==> config.mk <==
export PLATFORM = sky130hd
export DESIGN_NAME = lf_sample_ssp_tx
export DESIGN_NICKNAME = d
export VERILOG_FILES = /design/src/rtl/lf_sample_ssp_tx_pkg.sv /design/src/rtl/sample_fifo.sv /design/src/rtl/lf_sample_ssp_tx.sv
export SDC_FILE = /design/constraint.sdc
export NUM_CORES = 1
export LEC_CHECK = 0
export BUFFER_PORTS_ARGS = -buffer_cell sky130_fd_sc_hd__clkbuf_2
export CAP_MARGIN = 15
export CORE_ASPECT_RATIO = 1.2
export CORE_UTILIZATION = 62
export DETAILED_ROUTE_END_ITERATION = 10
export PLACE_DENSITY = 0.82
export SETUP_SLACK_MARGIN = 0.02
export SYNTH_ARGS = -nofsm -noshare
export SYNTH_HDL_FRONTEND = slang
export SYNTH_SLANG_ARGS = --single-unit
==> constraint.sdc <==
create_clock -name clk -period 3.8 [get_ports clk]
set_clock_uncertainty 0.15 [all_clocks]
set_input_delay 0.76 -clock clk [delete_from_list [all_inputs] [get_ports clk]]
set_output_delay 0.76 -clock clk [all_outputs]
set_load 0.01 [all_outputs]
==> src/rtl/lf_sample_ssp_tx_pkg.sv <==
// Shared SSP transmitter definitions: FSM encodings, word size and the
// MSB-first bit ordering used by every SSP serialiser in the LF paths.
package lf_sample_ssp_tx_pkg;

    localparam int SSP_BITS  = 8;
    localparam int SSP_MSB   = SSP_BITS - 1;
    localparam int SSP_CNT_W = $clog2(SSP_BITS);

    typedef enum logic {
        ST_IDLE  = 1'b0,
        ST_SHIFT = 1'b1
    } ssp_state_t;

    // MSB-first: the bit on the wire is always the top of the shift register.
    function automatic logic ssp_first_bit(input logic [SSP_BITS-1:0] word);
        return word[SSP_MSB];
    endfunction

    function automatic logic [SSP_BITS-1:0] ssp_advance(input logic [SSP_BITS-1:0] word);
        return {word[SSP_MSB-1:0], 1'b0};
    endfunction

endpackage

==> src/rtl/sample_fifo.sv <==
// Synchronous sample FIFO with asynchronous reset. A push while full is
// accepted only when a pop frees the slot in the same cycle.
module sample_fifo #(
    parameter int DEPTH = 4,
    parameter int WIDTH = 8
) (
    input  logic                     clk,
    input  logic                     reset,
    input  logic                     push,
    input  logic                     pop,
    input  logic [WIDTH-1:0]         din,
    output logic [WIDTH-1:0]         dout,
    output logic [$clog2(DEPTH):0]   level,
    output logic                     full,
    output logic                     empty
);

    localparam int AW = $clog2(DEPTH);
    localparam int LW = AW + 1;

    logic [WIDTH-1:0] r_mem [DEPTH];
    logic [AW-1:0]    r_wptr;
    logic [AW-1:0]    r_rptr;
    logic [LW-1:0]    r_level;
    logic             w_push_ok;
    logic             w_pop_ok;

    assign full      = (r_level == LW'(DEPTH));
    assign empty     = (r_level == '0);
    assign w_pop_ok  = pop && !empty;
    assign w_push_ok = push && (!full || w_pop_ok);
    assign dout      = r_mem[r_rptr];
    assign level     = r_level;

    // Storage is not reset; occupancy is tracked by the pointers and level.
    always_ff @(posedge clk) begin
        if (w_push_ok) begin
            r_mem[r_wptr] <= din;
        end
    end

    always_ff @(posedge clk or posedge reset) begin
        if (reset) begin
            r_wptr  <= '0;
            r_rptr  <= '0;
            r_level <= '0;
        end else begin
            if (w_push_ok) begin
                r_wptr <= r_wptr + AW'(1);
            end
            if (w_pop_ok) begin
                r_rptr <= r_rptr + AW'(1);
            end
            case ({w_push_ok, w_pop_ok})
                2'b10:   r_level <= r_level + LW'(1);
                2'b01:   r_level <= r_level - LW'(1);
                default: r_level <= r_level;
            endcase
        end
    end

endmodule

==> src/rtl/lf_sample_ssp_tx.sv <==
// Captures filtered LF samples into a FIFO and serialises them MSB-first on
// the SSP lines, back-to-back while samples are queued.
module lf_sample_ssp_tx
    import lf_sample_ssp_tx_pkg::*;
#(
    parameter int DEPTH   = 4,
    parameter int SSP_DIV = 1
) (
    input  logic                   clk,
    input  logic                   reset,
    input  logic                   enable,
    input  logic                   data_rdy,
    input  logic [7:0]             adc_filtered,
    output logic                   ssp_clk,
    output logic                   ssp_frame,
    output logic                   ssp_din,
    output logic [$clog2(DEPTH):0] fifo_level,
    output logic                   overflow,
    output ssp_state_t             dbg_state
);

    localparam int DW = (SSP_DIV > 1) ? $clog2(SSP_DIV) : 1;
    localparam logic [DW-1:0] DIV_LAST = DW'(SSP_DIV - 1);

    ssp_state_t              r_state;
    ssp_state_t              w_state_nxt;
    logic [SSP_BITS-1:0]     r_shift;
    logic [SSP_BITS-1:0]     w_shift_nxt;
    logic [SSP_CNT_W-1:0]    r_bitcnt;
    logic [SSP_CNT_W-1:0]    w_bitcnt_nxt;
    logic [DW-1:0]           r_div;
    logic [DW-1:0]           w_div_nxt;
    logic                    r_sclk;
    logic                    w_sclk_nxt;
    logic                    r_frame;
    logic                    w_frame_nxt;
    logic                    r_overflow;

    logic                    w_wr;
    logic                    w_pop;
    logic                    w_load;
    logic                    w_tick;
    logic [7:0]              w_dout;
    logic                    w_full;
    logic                    w_empty;

    assign w_wr = data_rdy && enable;

    sample_fifo #(
        .DEPTH (DEPTH),
        .WIDTH (SSP_BITS)
    ) u_fifo (
        .clk   (clk),
        .reset (reset),
        .push  (w_wr),
        .pop   (w_pop),
        .din   (adc_filtered),
        .dout  (w_dout),
        .level (fifo_level),
        .full  (w_full),
        .empty (w_empty)
    );

    assign w_tick = (r_div == DIV_LAST);

    always_comb begin
        w_state_nxt  = r_state;
        w_shift_nxt  = r_shift;
        w_bitcnt_nxt = r_bitcnt;
        w_div_nxt    = r_div;
        w_sclk_nxt   = r_sclk;
        w_frame_nxt  = r_frame;
        w_pop        = 1'b0;
        w_load       = 1'b0;

        case (r_state)
            ST_IDLE: begin
                if (!w_empty) begin
                    w_load = 1'b1;
                end
            end
            ST_SHIFT: begin
                if (!w_tick) begin
                    w_div_nxt = r_div + DW'(1);
                end else begin
                    w_div_nxt  = '0;
                    w_sclk_nxt = ~r_sclk;
                    // Data only moves on the falling edge, centring each bit on the rise.
                    if (r_sclk) begin
                        if (r_bitcnt != '0) begin
                            w_shift_nxt  = ssp_advance(r_shift);
                            w_bitcnt_nxt = r_bitcnt - SSP_CNT_W'(1);
                            w_frame_nxt  = 1'b0;
                        end else if (!w_empty) begin
                            w_load = 1'b1;
                        end else begin
                            w_state_nxt = ST_IDLE;
                            w_shift_nxt = '0;
                            w_frame_nxt = 1'b0;
                        end
                    end
                end
            end
            default: begin
                w_state_nxt = ST_IDLE;
            end
        endcase

        if (w_load) begin
            w_pop        = 1'b1;
            w_shift_nxt  = w_dout;
            w_frame_nxt  = 1'b1;
            w_bitcnt_nxt = SSP_CNT_W'(SSP_MSB);
            w_div_nxt    = '0;
            w_sclk_nxt   = 1'b0;
            w_state_nxt  = ST_SHIFT;
        end
    end

    always_ff @(posedge clk or posedge reset) begin
        if (reset) begin
            r_state  <= ST_IDLE;
            r_shift  <= '0;
            r_bitcnt <= '0;
            r_div    <= '0;
            r_sclk   <= 1'b0;
            r_frame  <= 1'b0;
        end else begin
            r_state  <= w_state_nxt;
            r_shift  <= w_shift_nxt;
            r_bitcnt <= w_bitcnt_nxt;
            r_div    <= w_div_nxt;
            r_sclk   <= w_sclk_nxt;
            r_frame  <= w_frame_nxt;
        end
    end

    // A write is dropped only when full and no slot is freed this cycle.
    always_ff @(posedge clk or posedge reset) begin
        if (reset) begin
            r_overflow <= 1'b0;
        end else if (w_wr && w_full && !w_pop) begin
            r_overflow <= 1'b1;
        end
    end

    assign ssp_clk   = r_sclk;
    assign ssp_frame = r_frame;
    assign ssp_din   = ssp_first_bit(r_shift);
    assign overflow  = r_overflow;
    assign dbg_state = r_state;

endmodule

# Word level (Yosys, flattened, before mapping)
# Memory sizes are Yosys's and may differ from the RTL's.
# Cells that the tools add are included.
# word_totals
regBits	23
mem_bits_rw	32
in_bits	12
out_inout_bits	8
wordCells	79
n_memories	1
# op_classes
n_addsub	6
eq_ne	4
muxes	37
bitwise	2
n_reduce_logical	19
# memory_table
name	depth	width	read_ports	rd_clocked_by_memory_dff	wr	line	text
u_fifo.r_mem	4	8	1	0	1	sample_fifo.sv:21	logic [WIDTH-1:0] r_mem [DEPTH];
# op_table
cell	count
8-bit two-way mux	6
1-bit two-way mux	24
3-bit two-way mux	5
4-bit AND reduction	2
2-bit nonzero test	4
3-bit case mux with 2 select lines	1
3-bit nonzero test	2
3-bit by 1-bit subtractor with 3-bit output, second input constant	2
1-bit logical AND	5
2-bit by 1-bit adder with 2-bit output, second input constant	2
3-bit by 1-bit adder with 3-bit output, second input constant	1
3-bit == test, second input constant	1
1-bit zero test	3
3-bit zero test	1
2-bit by 1-bit == test with 1-bit output, second input constant	1
2-bit == test, second input constant	1
2-bit by 1-bit inequality test with 1-bit output, second input constant	1
1-bit inverter	2
1-bit case mux with 2 select lines	1
2-bit AND reduction	1
1-bit adder, second input constant	1
1-bit logical OR	1

# Depth between registers and ports, before layout
# logic_depth
ltp_word	12
ltp_mapped	11
mapped_depth_nobuf	11

# Hierarchy
# From an unflattened synthesis, not the netlist that was laid out.
# unflattened
hier_cells	153
area_unflattened_um2	2321.0
# by_module_without_submodules
mod	n_inst	cells_per_inst	area_per_inst_um2	seq_area_each_um2
sample_fifo	1	81	1591.5	1136.1
lf_sample_ssp_tx	1	72	729.4	375.4

# Worst setup path before layout
# Ideal clock, no wire load.
# synth_timing
path_kind	register to register
start	reg r_bitcnt[0]
end	reg u_fifo.r_level[2] (netlist: u_fifo.level[2])
arrival_ns	2.253
required_ns	3.518
slack_ns	1.265
stages_incl_launch_ff	12
n_path_buf	0
cell_sequence	dfrtp_1 inv_1 ha_1 ha_1 a21boi_1 a31oi_1 inv_1 ha_1 fa_1 xnor2_1 nor2_1 xor2_1
# synth_via
elab_chain_cells	11
# synth_lines
element	line	text
start: declaration	lf_sample_ssp_tx.sv:29	logic [SSP_CNT_W-1:0] r_bitcnt;
start signal: assignment	lf_sample_ssp_tx.sv:131	r_bitcnt <= w_bitcnt_nxt;
3-bit nonzero test (*)	lf_sample_ssp_tx.sv:90	if (r_bitcnt != '0) begin
1-bit two-way mux (*)	lf_sample_ssp_tx.sv:90	
1-bit two-way mux (*)	lf_sample_ssp_tx.sv:89	if (r_sclk) begin
1-bit two-way mux (*)	lf_sample_ssp_tx.sv:83	if (!w_tick) begin
1-bit case mux with 2 select lines (*)	lf_sample_ssp_tx.sv:76	case (r_state)
1-bit two-way mux (*)	lf_sample_ssp_tx.sv:109	if (w_load) begin
1-bit logical AND (*)	sample_fifo.sv:30	assign w_pop_ok = pop && !empty;
1-bit logical OR	sample_fifo.sv:31	assign w_push_ok = push && (!full || w_pop_ok);
1-bit logical AND	sample_fifo.sv:31	
2-bit by 1-bit == test with 1-bit output or 2-bit == test (tied branches)	sample_fifo.sv:54	case ({w_push_ok, w_pop_ok})
3-bit case mux with 2 select lines or 2-bit nonzero test (tied branches)	n/a	
end signal: assignment	sample_fifo.sv:55	2'b10: r_level <= r_level + LW'(1);
end signal: assignment	sample_fifo.sv:56	2'b01: r_level <= r_level - LW'(1);
end signal: assignment	sample_fifo.sv:57	default: r_level <= r_level;
end: declaration	sample_fifo.sv:24	logic [LW-1:0] r_level;
# Mark *: on every way between the ends. The rest lies on a longest branch, timed or not.
# A chain may end at the register's enable or synchronous reset.

# Final worst setup path
# Ends and elaborated chain as after synthesis.

==> flow_summary.toml <==
[layout]
n_antenna_cell = 0
layout-drive-gt1-share = 0.233
area_growth_syn_to_layout_pct = 8.25
post-route-util = 0.701
layout.nets = 195

[worst_setup_path]
critPathArrivalTime_ns = 2.84
end_kind = "flop"
r2r_cells = 11
cp-start-kind = "flop"
cp_max_fo = 7
path_class = "flop to flop"
cp.required_ns = 3.84

[sta]
setup_viol = 0
fin_crit_ns = 2.80
rsz0062_at_grt = "no"
tightest_slew_ns = 0.847
slew_viol_final = 0
period_share = 0.736
max_freq_ghz = 0.357
final.setup.tns_ns = 0
hold_viol = 0
slew_headroom = 0.435

[clock_network]
cts_buffers = 5
clk_latency_ns = 0.31
root_buffer = "clkbuf_8"
cts_max_level = 2
post_cts_resized = 0
clk_path_buf_depth = 2
clock-sinks = 54
cts_hold_buf = 0
cts_setup_buffers = 0
cts_tree = "done"
cts.reportedPaths.clkPinSlew_ns = 0.09

[synth]
syn_nets = 177
synth_xor_area_frac = 0.0225
ys_warn_count = 0
synth_top_family_by_area = "compound AO/OA/AOI/OAI gates"
synth_compound_area_frac = 0.101
synthAdderAreaFrac = 0.0461
netlist_instances = 157
async_reset_ff_frac = 0.407
synth.avg_cell_area_um2 = 14.9
synth_simple_gate_area_frac = 0.0627
synth_ff_type = "edfxtp_1"
synth.distinct_cells = 34
ys_seq_area_frac = 0.647
synth_edf_count = 32
synthMuxAreaShare = 0.0868
netlist_area_mm2 = 0.00233
ys_seq_elements = 54

[run_status]
violations = "design-rule violations"
status = "finished with violations"

[floorplan]
row_count = 24
core_mm2 = 0.00360
die_x_um = 58.0
pin_count = 20
die_h_um = 69.2
die_area_mm2 = 0.00402
initial_core_util = 0.648

[min_path]
holdPathStages = 1
hold_path.class = "flop to flop"

[detailed_routing]
route.detailed.drc = 1
drt_first_iter_violations = 82
viasPerCell = 6.28
ant_nets = 0
detail_route.wl_per_cell_um = 18.1
vias = 1351
drt-total-wl_mm = 3.88
dr.pass1.iters = 9

[power]
p_per_area_mw_per_mm2 = 707
ir_drop_mv = 0.340
leakage_nw = 0.980

[grt]
grt_pass1_wl_mm = 6.77
grt_usage = 0.229
overflow = 0
antenna_found_initial = 0
grt_max_degree = 23
first_global_vias = 1463

[place]
portBuffers = 19
dp_hpwl_mm = 2.80
gp_congestion = 0.722

[run]
drv_cap = 0
-- where the power goes --
part / switching, mW / total [mW] / leakage [nW] / internal, mW
Sequential: 0.147 / 0.916 / 0.542 / 0.769
Clock: 0.186 / 0.315 / 0.0458 / 0.130
Combinational: 0.273 / 0.554 / 0.393 / 0.281
-- final cells by class --
| type | instances | area (um^2) |
|---|---|---|
| clock inverter | 3 | 21.3 |
| timing repair buffer | 19 | 95.1 |
| inverter | 10 | 37.5 |
| tap | 39 | 48.8 |
| sequential | 54 | 1510 |
| clock buffer | 5 | 68.8 |
| fill | 248 | 1080 |
| multi-input combinational | 85 | 744 |
-- logic make-up after synthesis --
| group | count (synthesis) |
|---|---|
| AO/OA/AOI/OAI | 35 |
| multiplexers | 10 |
| XOR/XNOR | 6 |
| flip-flops | 54 |
| adder cells (fa/ha/maj) | 8 |
| buffers and inverters | 18 |
| AND/OR/NAND/NOR | 26 |
-- metrics by stage --
| step | cell area [um^2] | cells | hold WS, ns | total power [mW] | setup slack [ns] |
|---|---|---|---|---|---|
| finish | 2530 | 215 | 0.349 | 1.79 | 1.00 |
| floorplan | 2330 | 157 | 0.323 | 1.34 | 1.26 |
| global route | 2530 | 215 | 0.363 | 1.91 | 0.717 |
| detailed placement | 2440 | 207 | 0.329 | 1.49 | 1.03 |
| global placement | 2440 | 207 | 0.315 | 1.44 | 1.17 |
| CTS | 2530 | 215 | 0.353 | 1.80 | 0.999 |
-- flip-flops by register name, indices dropped and copies added, names as in the netlist --
name / count
dbg_state: 1
overflow: 1
r_bitcnt: 3
r_shift: 8
ssp_clk: 1
ssp_frame: 1
u_fifo.level: 3
u_fifo.r_mem: 32
u_fifo.r_rptr: 2
u_fifo.r_wptr: 2
-- placed cells by master, fill, tap and decap left out --
cell type,count
clkbuf_8,5
nand2_1,3
nand2b_1,1
a31oi_1,8
inv_1,10
o21bai_1,1
and2_4,1
clkbuf_2,19
and2_1,4
o22a_1,3
nor2b_1,1
ha_1,7
nor3_2,1
a21boi_1,1
xnor2_1,4
nand3_1,9
or3_2,1
o211ai_1,7
o21ai_0,2
mux4_2,8
a22o_1,1
fa_1,1
a21o_1,1
a21oi_1,8
mux2_2,2
or4_4,1
xor2_1,2
edfxtp_1,32
a22oi_1,2
a21bo_2,1
dfrtp_1,22
clkinv_4,2
nor2_1,4
clkinv_1,1
-- Yosys cell counts (all sizes together), types with 2 or more instances --
library cell,instances,area share
edfxtp,32,0.41
dfrtp,22,0.24
inv,10,0.016
nand3,9,0.019
a21oi,8,0.017
a31oi,8,0.021
mux4,8,0.077
ha,7,0.038
o211ai,7,0.023
and2,5,0.014
clkbuf,5,0.0086
nor2,4,0.0064
xnor2,4,0.015
buf,3,0.0091
nand2,3,0.0048
o22a,3,0.011
a22oi,2,0.0064
mux2,2,0.0096
o21ai,2,0.0043
xor2,2,0.0075
-- final timing paths --
kind / start / to / slack, ns
worst max-delay path: r_bitcnt[0] / u_fifo.level[2] / 1.00
worst min-delay path: overflow / overflow / 0.35
worst max register to register: r_bitcnt[0] / u_fifo.level[2] / 1.00
worst min register to register: overflow / overflow / 0.35
max in group asynchronous: reset / u_fifo.r_wptr[0] / 2.53
min in group asynchronous: reset / dbg_state / 0.44
-- layer usage --
layer | share of wire | up-vias | global-route usage
li1 | - | 625 | -
met1 | 0.42 | 671 | 0.300
met2 | 0.52 | 41 | 0.367
met3 | 0.030 | 14 | 0.0410
met4 | 0.032 | 0 | 0.114
met5 | 0 | - | 0
-- critical path, cell delays in order, from the launching register on --
cell and delay (ns):
dfrtp_1 0.42, inv_1 0.07, ha_1 0.15, ha_1 0.23
a21boi_1 0.12, a31oi_1 0.47, inv_1 0.10, ha_1 0.24
fa_1 0.38, xnor2_1 0.16, nor2_1 0.06, xor2_1 0.13
No activity file was read; power rests on OpenSTA's default activity.
